`config.mk`:
```
export PLATFORM = sky130hd
export DESIGN_NAME = nvram_uploader
export DESIGN_NICKNAME = d
export VERILOG_FILES = /design/src/rtl/nvram_uploader.sv
export SDC_FILE = /design/constraint.sdc
export NUM_CORES = 2
export LEC_CHECK = 0
export ABC_AREA = 0
export CAP_MARGIN = 20
export CORE_UTILIZATION = 39
export DETAILED_ROUTE_END_ITERATION = 10
export GPL_ROUTABILITY_DRIVEN = 0
export GPL_TIMING_DRIVEN = 1
export HOLD_SLACK_MARGIN = 0.12
export SLEW_MARGIN = 5
export SYNTH_ARGS = -nofsm -noshare
export SYNTH_HDL_FRONTEND = slang
export SYNTH_SLANG_ARGS = --single-unit
```
`constraint.sdc`:
```
create_clock -name clk_sys -period 4.55 [get_ports clk_sys]
set_input_delay 0.6825 -clock clk_sys [delete_from_list [all_inputs] [get_ports clk_sys]]
set_output_delay 0.6825 -clock clk_sys [all_outputs]
set_load 0.02 [all_outputs]
```
`src/rtl/nvram_uploader.sv`:
```
// Shadow NVRAM window served to the HPS over the ioctl upload channel.
// Define NVRAM_CHECKSUM_EN to append a negated byte-sum at address 2^ADDR_W.
module nvram_uploader #(
  parameter int          ADDR_W   = 8,
  parameter logic [15:0] WIN_BASE = 16'h1E00,
  parameter logic [7:0]  INDEX    = 8'd4
) (
  input  logic        clk_sys,
  input  logic        rst_n,
  input  logic [15:0] cpu_addr,
  input  logic [7:0]  cpu_dout,
  input  logic        cpu_we,
  input  logic        ioctl_upload,
  input  logic [7:0]  ioctl_index,
  input  logic        ioctl_rd,
  input  logic [24:0] ioctl_addr,
  output logic [7:0]  ioctl_din,
  output logic        ioctl_wait,
  output logic        busy,
  output logic        dirty,
  output logic        overflow
);

  localparam int          DEPTH   = 1 << ADDR_W;
  localparam logic [24:0] DEPTH_A = 25'(DEPTH);

  localparam logic [2:0] IDLE   = 3'd0;
  localparam logic [2:0] UPLOAD = 3'd2;
  localparam logic [2:0] READ1  = 3'd3;
  localparam logic [2:0] READ2  = 3'd4;
  localparam logic [2:0] DRAIN  = 3'd5;
`ifdef NVRAM_CHECKSUM_EN
  localparam logic [2:0]      SUM       = 3'd1;
  localparam logic [ADDR_W:0] SUM_DEPTH = (ADDR_W+1)'(DEPTH);
  localparam logic [ADDR_W:0] SUM_LAST  = (ADDR_W+1)'(DEPTH + 1);

  function automatic logic [7:0] negate8(input logic [7:0] v);
    return 8'(~v + 8'd1);
  endfunction

  logic [ADDR_W:0] sum_cnt;
  logic            vld_p0;
  logic [7:0]      acc;
  logic [7:0]      csum;
`endif

  logic [2:0]        state;
  logic              upload_q;
  logic [15:0]       diff;
  logic              hit;
  logic [ADDR_W-1:0] off;
  logic              session_start;
  logic              rd_accept;

  logic [ADDR_W-1:0] fifo_off [4];
  logic [7:0]        fifo_dat [4];
  logic [1:0]        wr_ptr;
  logic [1:0]        rd_ptr;
  logic [2:0]        cnt;
  logic              push;
  logic              pop;
  logic              drop;

  logic [7:0]        mem [DEPTH];
  logic              mem_we;
  logic [ADDR_W-1:0] mem_waddr;
  logic [7:0]        mem_wdata;
  logic [ADDR_W-1:0] raddr;
  logic [7:0]        rdata_p0;
  logic [24:0]       addr_q;
  logic [7:0]        rd_byte;

  assign diff          = cpu_addr - WIN_BASE;
  assign hit           = cpu_we && ((diff >> ADDR_W) == 16'd0);
  assign off           = diff[ADDR_W-1:0];
  assign session_start = ioctl_upload && !upload_q && (ioctl_index == INDEX);
  assign rd_accept     = (state == UPLOAD) && ioctl_upload && ioctl_rd;
  assign busy          = (state != IDLE);

  // Outside IDLE the buffer read port belongs to the upload, so hits queue up.
  assign push = hit && (state != IDLE) && (cnt != 3'd4);
  assign drop = hit && (state != IDLE) && (cnt == 3'd4);
  assign pop  = (state == DRAIN) && (cnt != 3'd0);

  always_comb begin
    mem_we    = 1'b0;
    mem_waddr = off;
    mem_wdata = cpu_dout;
    if (state == IDLE && hit) begin
      mem_we = 1'b1;
    end else if (pop) begin
      mem_we    = 1'b1;
      mem_waddr = fifo_off[rd_ptr];
      mem_wdata = fifo_dat[rd_ptr];
    end
  end

`ifdef NVRAM_CHECKSUM_EN
  assign raddr = (state == SUM) ? sum_cnt[ADDR_W-1:0] : addr_q[ADDR_W-1:0];
`else
  assign raddr = addr_q[ADDR_W-1:0];
`endif

  always_comb begin
    rd_byte = 8'hFF;
    if (addr_q < DEPTH_A) rd_byte = rdata_p0;
`ifdef NVRAM_CHECKSUM_EN
    else if (addr_q == DEPTH_A) rd_byte = csum;
`endif
  end

  // Stage p0: registered buffer read shared by reads and the checksum scan
  always_ff @(posedge clk_sys) begin
    if (mem_we) mem[mem_waddr] <= mem_wdata;
    rdata_p0 <= mem[raddr];
    if (push) begin
      fifo_off[wr_ptr] <= off;
      fifo_dat[wr_ptr] <= cpu_dout;
    end
    if (rd_accept) addr_q <= ioctl_addr;
`ifdef NVRAM_CHECKSUM_EN
    if (state == IDLE && session_start) acc <= 8'd0;
    if (state == SUM) begin
      if (vld_p0) acc <= acc + rdata_p0;
      if (sum_cnt == SUM_LAST) csum <= negate8(acc);
    end
`endif
  end

  always_ff @(posedge clk_sys) begin
    if (!rst_n) begin
      state      <= IDLE;
      upload_q   <= 1'b0;
      wr_ptr     <= 2'd0;
      rd_ptr     <= 2'd0;
      cnt        <= 3'd0;
      dirty      <= 1'b0;
      overflow   <= 1'b0;
      ioctl_din  <= 8'h00;
      ioctl_wait <= 1'b0;
`ifdef NVRAM_CHECKSUM_EN
      sum_cnt    <= '0;
      vld_p0     <= 1'b0;
`endif
    end else begin
      upload_q <= ioctl_upload;
      if (push) wr_ptr <= wr_ptr + 2'd1;
      if (pop)  rd_ptr <= rd_ptr + 2'd1;
      cnt <= cnt + {2'b00, push} - {2'b00, pop};
      if (drop)   overflow <= 1'b1;
      if (mem_we) dirty    <= 1'b1;
      case (state)
        IDLE: begin
          if (session_start) begin
            dirty <= 1'b0;
`ifdef NVRAM_CHECKSUM_EN
            state      <= SUM;
            ioctl_wait <= 1'b1;
            sum_cnt    <= '0;
            vld_p0     <= 1'b0;
`else
            state <= UPLOAD;
`endif
          end
        end
`ifdef NVRAM_CHECKSUM_EN
        // Stage p1: accumulate the byte fetched one cycle earlier
        SUM: begin
          sum_cnt <= sum_cnt + 1'b1;
          vld_p0  <= (sum_cnt < SUM_DEPTH);
          if (sum_cnt == SUM_LAST) begin
            state      <= UPLOAD;
            ioctl_wait <= 1'b0;
          end
        end
`endif
        UPLOAD: begin
          if (!ioctl_upload) begin
            state <= DRAIN;
          end else if (ioctl_rd) begin
            state      <= READ1;
            ioctl_wait <= 1'b1;
          end
        end
        READ1: state <= READ2;
        READ2: begin
          ioctl_din  <= rd_byte;
          ioctl_wait <= 1'b0;
          state      <= ioctl_upload ? UPLOAD : DRAIN;
        end
        DRAIN: begin
          if (cnt == 3'd0 && !push) state <= IDLE;
        end
        default: state <= IDLE;
      endcase
    end
  end

endmodule

```
* Yosys cells after proc, flatten, opt, wreduce, memory -nomap -nowiden
Memories as Yosys holds them, arrays and structs flattened. A register that Yosys moved wholly into a read port is not among the register bits.
Index checks and enable logic that the tools add are counted.
** Word-level totals
- Register bits after elaboration :: 47
- Word-level logic and storage cells :: 79
- Memories :: 3
- Memory bits (read-only) :: 0
- Memory bits (writable) :: 2112
- Input bits :: 62
- Output and inout port bits :: 12
- Latch bits :: 0
** Operators by class
- Order comparisons :: 1
- Equal/unequal tests :: 12
- Div/mod/pow operators :: 0
- Multiply operators :: 0
- Shift operators :: 0
- Reductions and logical operators :: 21
- Bitwise logic cells :: 0
- $add $sub $neg :: 5
- Mux-type cells :: 27
** Memories
- mem :: words 256, width 8, rd ports 1, clocked after memory_dff 1, write ports 1, RTL line 64 : logic [7:0] mem [DEPTH];
- fifo_dat :: words 4, width 8, rd ports 1, clocked after memory_dff 1, write ports 1, RTL line 56 : logic [7:0] fifo_dat [4];
- fifo_off :: words 4, width 8, rd ports 1, clocked after memory_dff 1, write ports 1, RTL line 55 : logic [ADDR_W-1:0] fifo_off [4];
** Operators with widths (number)
- two-way mux 8 bit :: 5
- < comparator 25 x 9 -> 1 bit (second input constant) :: 1
- logical NOT 16 bit :: 1
- subtractor 16 x 13 -> 16 bit (second input constant) :: 1
- two-way mux 3 bit :: 5
- case mux 3 bit (5 select lines) :: 1
- logical AND 1 bit :: 11
- two-way mux 1 bit :: 11
- equality test 3 bit (second input constant) :: 3
- equality test 8 x 3 -> 1 bit (second input constant) :: 1
- two-way mux 2 bit :: 4
- equality test 3 x 2 -> 1 bit (second input constant) :: 2
- logical NOT 3 bit :: 2
- inequality test 2 bit (second input constant) :: 3
- inequality test 3 bit (second input constant) :: 2
- AND reduction 3 bit :: 2
- nonzero test 3 bit :: 2
- adder 2 x 1 -> 2 bit (second input constant) :: 2
- adder 3 x 1 -> 3 bit :: 1
- subtractor 3 x 1 -> 3 bit :: 1
- logical NOT 1 bit :: 2
- inequality test 2 x 1 -> 1 bit (second input constant) :: 1
- case mux 1 bit (2 select lines) :: 1
- nonzero test 2 bit :: 1

* Depth between registers and ports, before layout
- Depth in word-level cells :: 9
- Depth in mapped cells :: 14
- Depth with buffers taken out :: 14

* Least setup slack after synthesis
No wires, ideal clock.
- Path kind :: reg-to-reg
- Start point :: reg state[1]
- End point :: mem mem[0][0] (data pin)
- Arrival :: 3.193 ns
- Setup time :: 0.556 ns
- Buffers on the path :: 3
- Period minus slack after synthesis :: 3.748 ns
- Slack :: 0.802 ns
- Required time :: 3.994 ns
- Stages on the path, launching flop included :: 7
- Cell sequence :: dfxtp_1 buf_2 nor2b_1 o311a_1 buf_4 clkbuf_1 mux2_2
** On the way
- Longest elaborated chain between the ends :: 4
- Elaborated cells on any way between the ends :: 6
- Classes of those cells :: eq/ne (1); mux (2); reduce/logical (3)
** Ends and longest elaborated chain
- start, declared :: RTL line 47 : logic [2:0] state;
- start signal, assigned :: RTL line 189 : state <= ioctl_upload ? UPLOAD : DRAIN;
- equality test 3 bit :: RTL line 83 : assign pop = (state == DRAIN) && (cnt != 3'd0);
- logical AND 1 bit :: RTL line 83
- via pop :: RTL line 61 : logic pop;
- two-way mux 8 bit :: RTL line 91 : end else if (pop) begin
- two-way mux 8 bit :: RTL line 89 : if (state == IDLE && hit) begin
- via mem_wdata[0] :: RTL line 67 : logic [7:0] mem_wdata;
- end, declared :: RTL line 64
The timed path passes the listed nets, and every way through them passes these cells.

==> metrics.md <==
| Metric | Value |
|---|---|
| Status | complete, no violations |
| Die area | 217700 sq um |
| # setup viols final | 0 |
| Global-route usage over all layers | 19.66% |
| Largest net degree at the start of global routing | 117 |
| Clock H-tree levels | 4 |
| Drc violations | 0 |
| Pwr Density | 426.5 nW/um^2 |
| Seq pwr share | 52.8% |
| Startpoint types | flop |
| Async set or reset register ratio after synthesis | 0% |
| DRT iter0 DRCs | 5299 |
| RSZ-0062 raised after global routing | false |
| Clock network fraction of total power | 42.4% |
| Share of layout cells above drive strength 1 | 26.62% |
| Post-synth EDFFs | 2137 |
| Grt peak-use layer | met2 |
| Setup bufs post-CTS | 0 |
| P_int | 32790 uW |
| Crit path max-delay cell type | nor4_1 |
| Grt ovf | 0 |
| Max-slew headroom at the worst pin | 26.87% |
| Synth cell types | 73 |
| Post-cts resize count | 0 |
| Worst Hold Class | in2reg |
| Met2 Track Usage GR | 30.65% |
| Synth-to-Final Area Change | 16.29% |
| Remaining antenna violation count | 0 |
| Final Hold Vio Count | 0 |
| DR pass1 iterations | 5 |
| Yosys warns | 0 |
| Worst-path cell chain | clkinv_1 > buf_4 > nor2_1 > o221ai_1 > o22ai_1 > a211oi_1 > nor4_1 > nor4_1 |
| Critical path class | reg2reg |
| Comb pwr share | 4.8% |
| Syn_area_per_cell | 20.90 sq um |
| Switching share of power | 21.47% |
| Crit path time final | 4004 ps |
| # port buffers | 73 |
| Number of cell rows | 170 |
| NetSw | 8965 uW |
| Peak Freq | 249.8 MHz |
| Pins Over Slew Limit | 0 |
| Buffers & Inverters on Critical Path | 2 |
| Max incr delay on CP | 940 ps |
| Flops & latches, synth | 2169 |
| Worst setup EP type | flop |
| Most used cell, CP | nor4_1 |
| Most frequent cell after synthesis | edfxtp_1 |
| Yosys top cell area share | 76.24% |
| Worst-Skew Late Latency | 880 ps |
| CTS tree | built |
| Largest delay share family, worst path | simple AND/OR/NAND/NOR gates |
| Final clock skew | 92.79 ps |
| CTS Hold Buffers Added | 0 |
| Core area | 214600 sq um |
| Number of CTS-inserted buffers | 214 |
| First-pass GRT wire length | 308400 um |
| CP Max Fanout | 9 |
| M3 GR Usage | 3.758% |
| Final WS setup | 546.1 ps |
| Main flop type after synthesis | edfxtp_1 |
| Die width | 466.6 um |
| Post-Syn Nets | 4098 |
| Met1 Use GR | 27.92% |
| Nets@finish | 4580 |
| Synth Instances | 4028 |
| Synth area leaders | edfxtp_1, mux4_2, mux2i_1 |
| Post-synthesis sequential area ratio | 77.00% |
| WL/cell | 28.54 um |
| Longest Clk Path Bufs | 3 |
| Data required, critical path | 5260 ps |
| DR vias/cell | 5.655 |
| Total wire length | 214800 um |
| Die Ht | 466.6 um |
| Static Leak | 0.03109 uW |
| Via count | 42566 |
| Starting Density | 39.22% |
| Area leader, netlist | edfxtp_1 |
| Clock-pin transition on the worst setup and hold timing paths | 60 ps |
| Root Buffer | clkbuf_16 |
| Max-cap viol count | 0 |
| Detailed-placement wirelength estimate | 135200 um |
| Post-synth top cells | edfxtp_1, mux4_2, nor2_1 |
| Total I/O pin count | 74 |
| Vias in the first global route | 42988 |
| Post-Syn Area | 84170 sq um |
| Fin crit share | 88.00% |
| Dpl ws | 370.9 ps |
| Sink Count | 2169 |
| Crit path arrival time | 4720 ps |
| Maximum VDD drop | 0.3048 mV |
| Initial antenna violation count | 7 |
| Least-Margin Pin Slew | 1069 ps |
| Setup_tns | 0 ps |
==> flip-flops by register name, summed over array words and instances (netlist names), named ones only <==
| register | count |
|---|---|
| rdata_p0 | 8 |
| ioctl_wait | 1 |
| cnt | 3 |
| rd_ptr | 2 |
| wr_ptr | 2 |
| ioctl_din | 8 |
| fifo_dat | 32 |
| upload_q | 1 |
| state | 3 |
| dirty | 1 |
| addr_q | 25 |
| fifo_off | 32 |
| mem | 2048 |
| overflow | 1 |
==> power by group through the flow <==
stage / clock (uW) / sequential (uW) / combinational [uW]
2_1_floorplan: 0 / 22500 / 1120
3_3_place_gp: 0 / 22500 / 2000
5_1_grt: 18700 / 22100 / 2110
3_5_place_dp: 0 / 22500 / 2020
6_report: 17700 / 22100 / 2000
4_1_cts: 18000 / 22100 / 2020
==> path summary, 6_finish.rpt <==
| path | slack [ps] | cells after the start | startpoint | end |
|---|---|---|---|---|
| setup / recovery | 550 | 8 | addr_q[4] | rdata_p0[6] |
| hold / removal | 390 | 1 | ioctl_addr[15] | addr_q[15] |
| setup reg to reg | 550 | 8 | addr_q[4] | rdata_p0[6] |
| hold reg to reg | 470 | 2 | rdata_p0[7] | ioctl_din[7] |
==> metrics by stage <==
step           util [%]  hold WS [ps]  instance area [sq um]  power (uW)  std cells
6_report          45.61         387.2                  97890       41750       7527
4_1_cts           45.60         327.3                  97870       42050       7522
5_1_grt           45.60         341.7                  97880       42830       7523
2_1_floorplan         -         408.9                  84170       23610       4028
3_5_place_dp      42.30         473.2                  90770       24500       7131
3_3_place_gp      42.30         476.8                  90770       24480       7131
==> kinds of logic (layout without fill, tap and decap cells) <==
kind of cell | Yosys count | in the layout | share of synthesized area (%)
AO/OA/AOI/OAI | 453 | 453 | 3.921
XOR/XNOR | 5 | 5 | 0.05202
adder cells (fa/ha/maj) | 8 | 8 | 0.1278
buffers and inverters | 261 | 918 | 2.007
flip-flops | 2169 | 2169 | 77.00
multiplexers | 626 | 626 | 14.15
other | 0 | 4 | 0
AND/OR/NAND/NOR | 506 | 506 | 2.740
==> metal layers <==
layer,vias to the layer above,part of all wire (%)
met4,4,3.0
met1,22584,42
met5,-,0.013
met3,319,8.1
li1,17776,-
met2,1883,47
==> cell type report <==
class,count,area [sq um]
antenna,4,10.01
clock buffer,273,5647
clock inverter,118,1444
fill,17881,116700
inverter,19,71.32
multi-input combinational,1598,17860
sequential,2169,64810
tap,2838,3551
timing repair buffer,508,4488
==> placed cells by master, fill, tap and decap left out, drive strengths merged, types with 6 or more instances in the layout <==
| cell type | netlist | routed |
|---|---|---|
| edfxtp | 2137 | 2137 |
| mux4 | 447 | 447 |
| buf | 158 | 435 |
| nor2 | 302 | 302 |
| clkbuf | 83 | 273 |
| mux2i | 156 | 156 |
| a22oi | 113 | 113 |
| clkinv | 1 | 91 |
| a21oi | 79 | 79 |
| clkdlybuf4s50 | 0 | 73 |
| nand2 | 70 | 70 |
| o22ai | 56 | 56 |
| a22o | 39 | 39 |
| o221ai | 38 | 38 |
| a211oi | 36 | 36 |
| dfxtp | 32 | 32 |
| a221oi | 31 | 31 |
| nor3 | 25 | 25 |
| mux2 | 23 | 23 |
| bufinv | 0 | 22 |
| inv | 18 | 22 |
| nand3 | 22 | 22 |
| nor2b | 21 | 21 |
| o21ai | 16 | 16 |
| and2 | 16 | 16 |
| nand2b | 12 | 12 |
| nor4 | 11 | 11 |
| a31oi | 10 | 10 |
| a2111oi | 8 | 8 |
| ha | 7 | 7 |
| o21bai | 6 | 6 |
(Power assumes the default switching activity.)
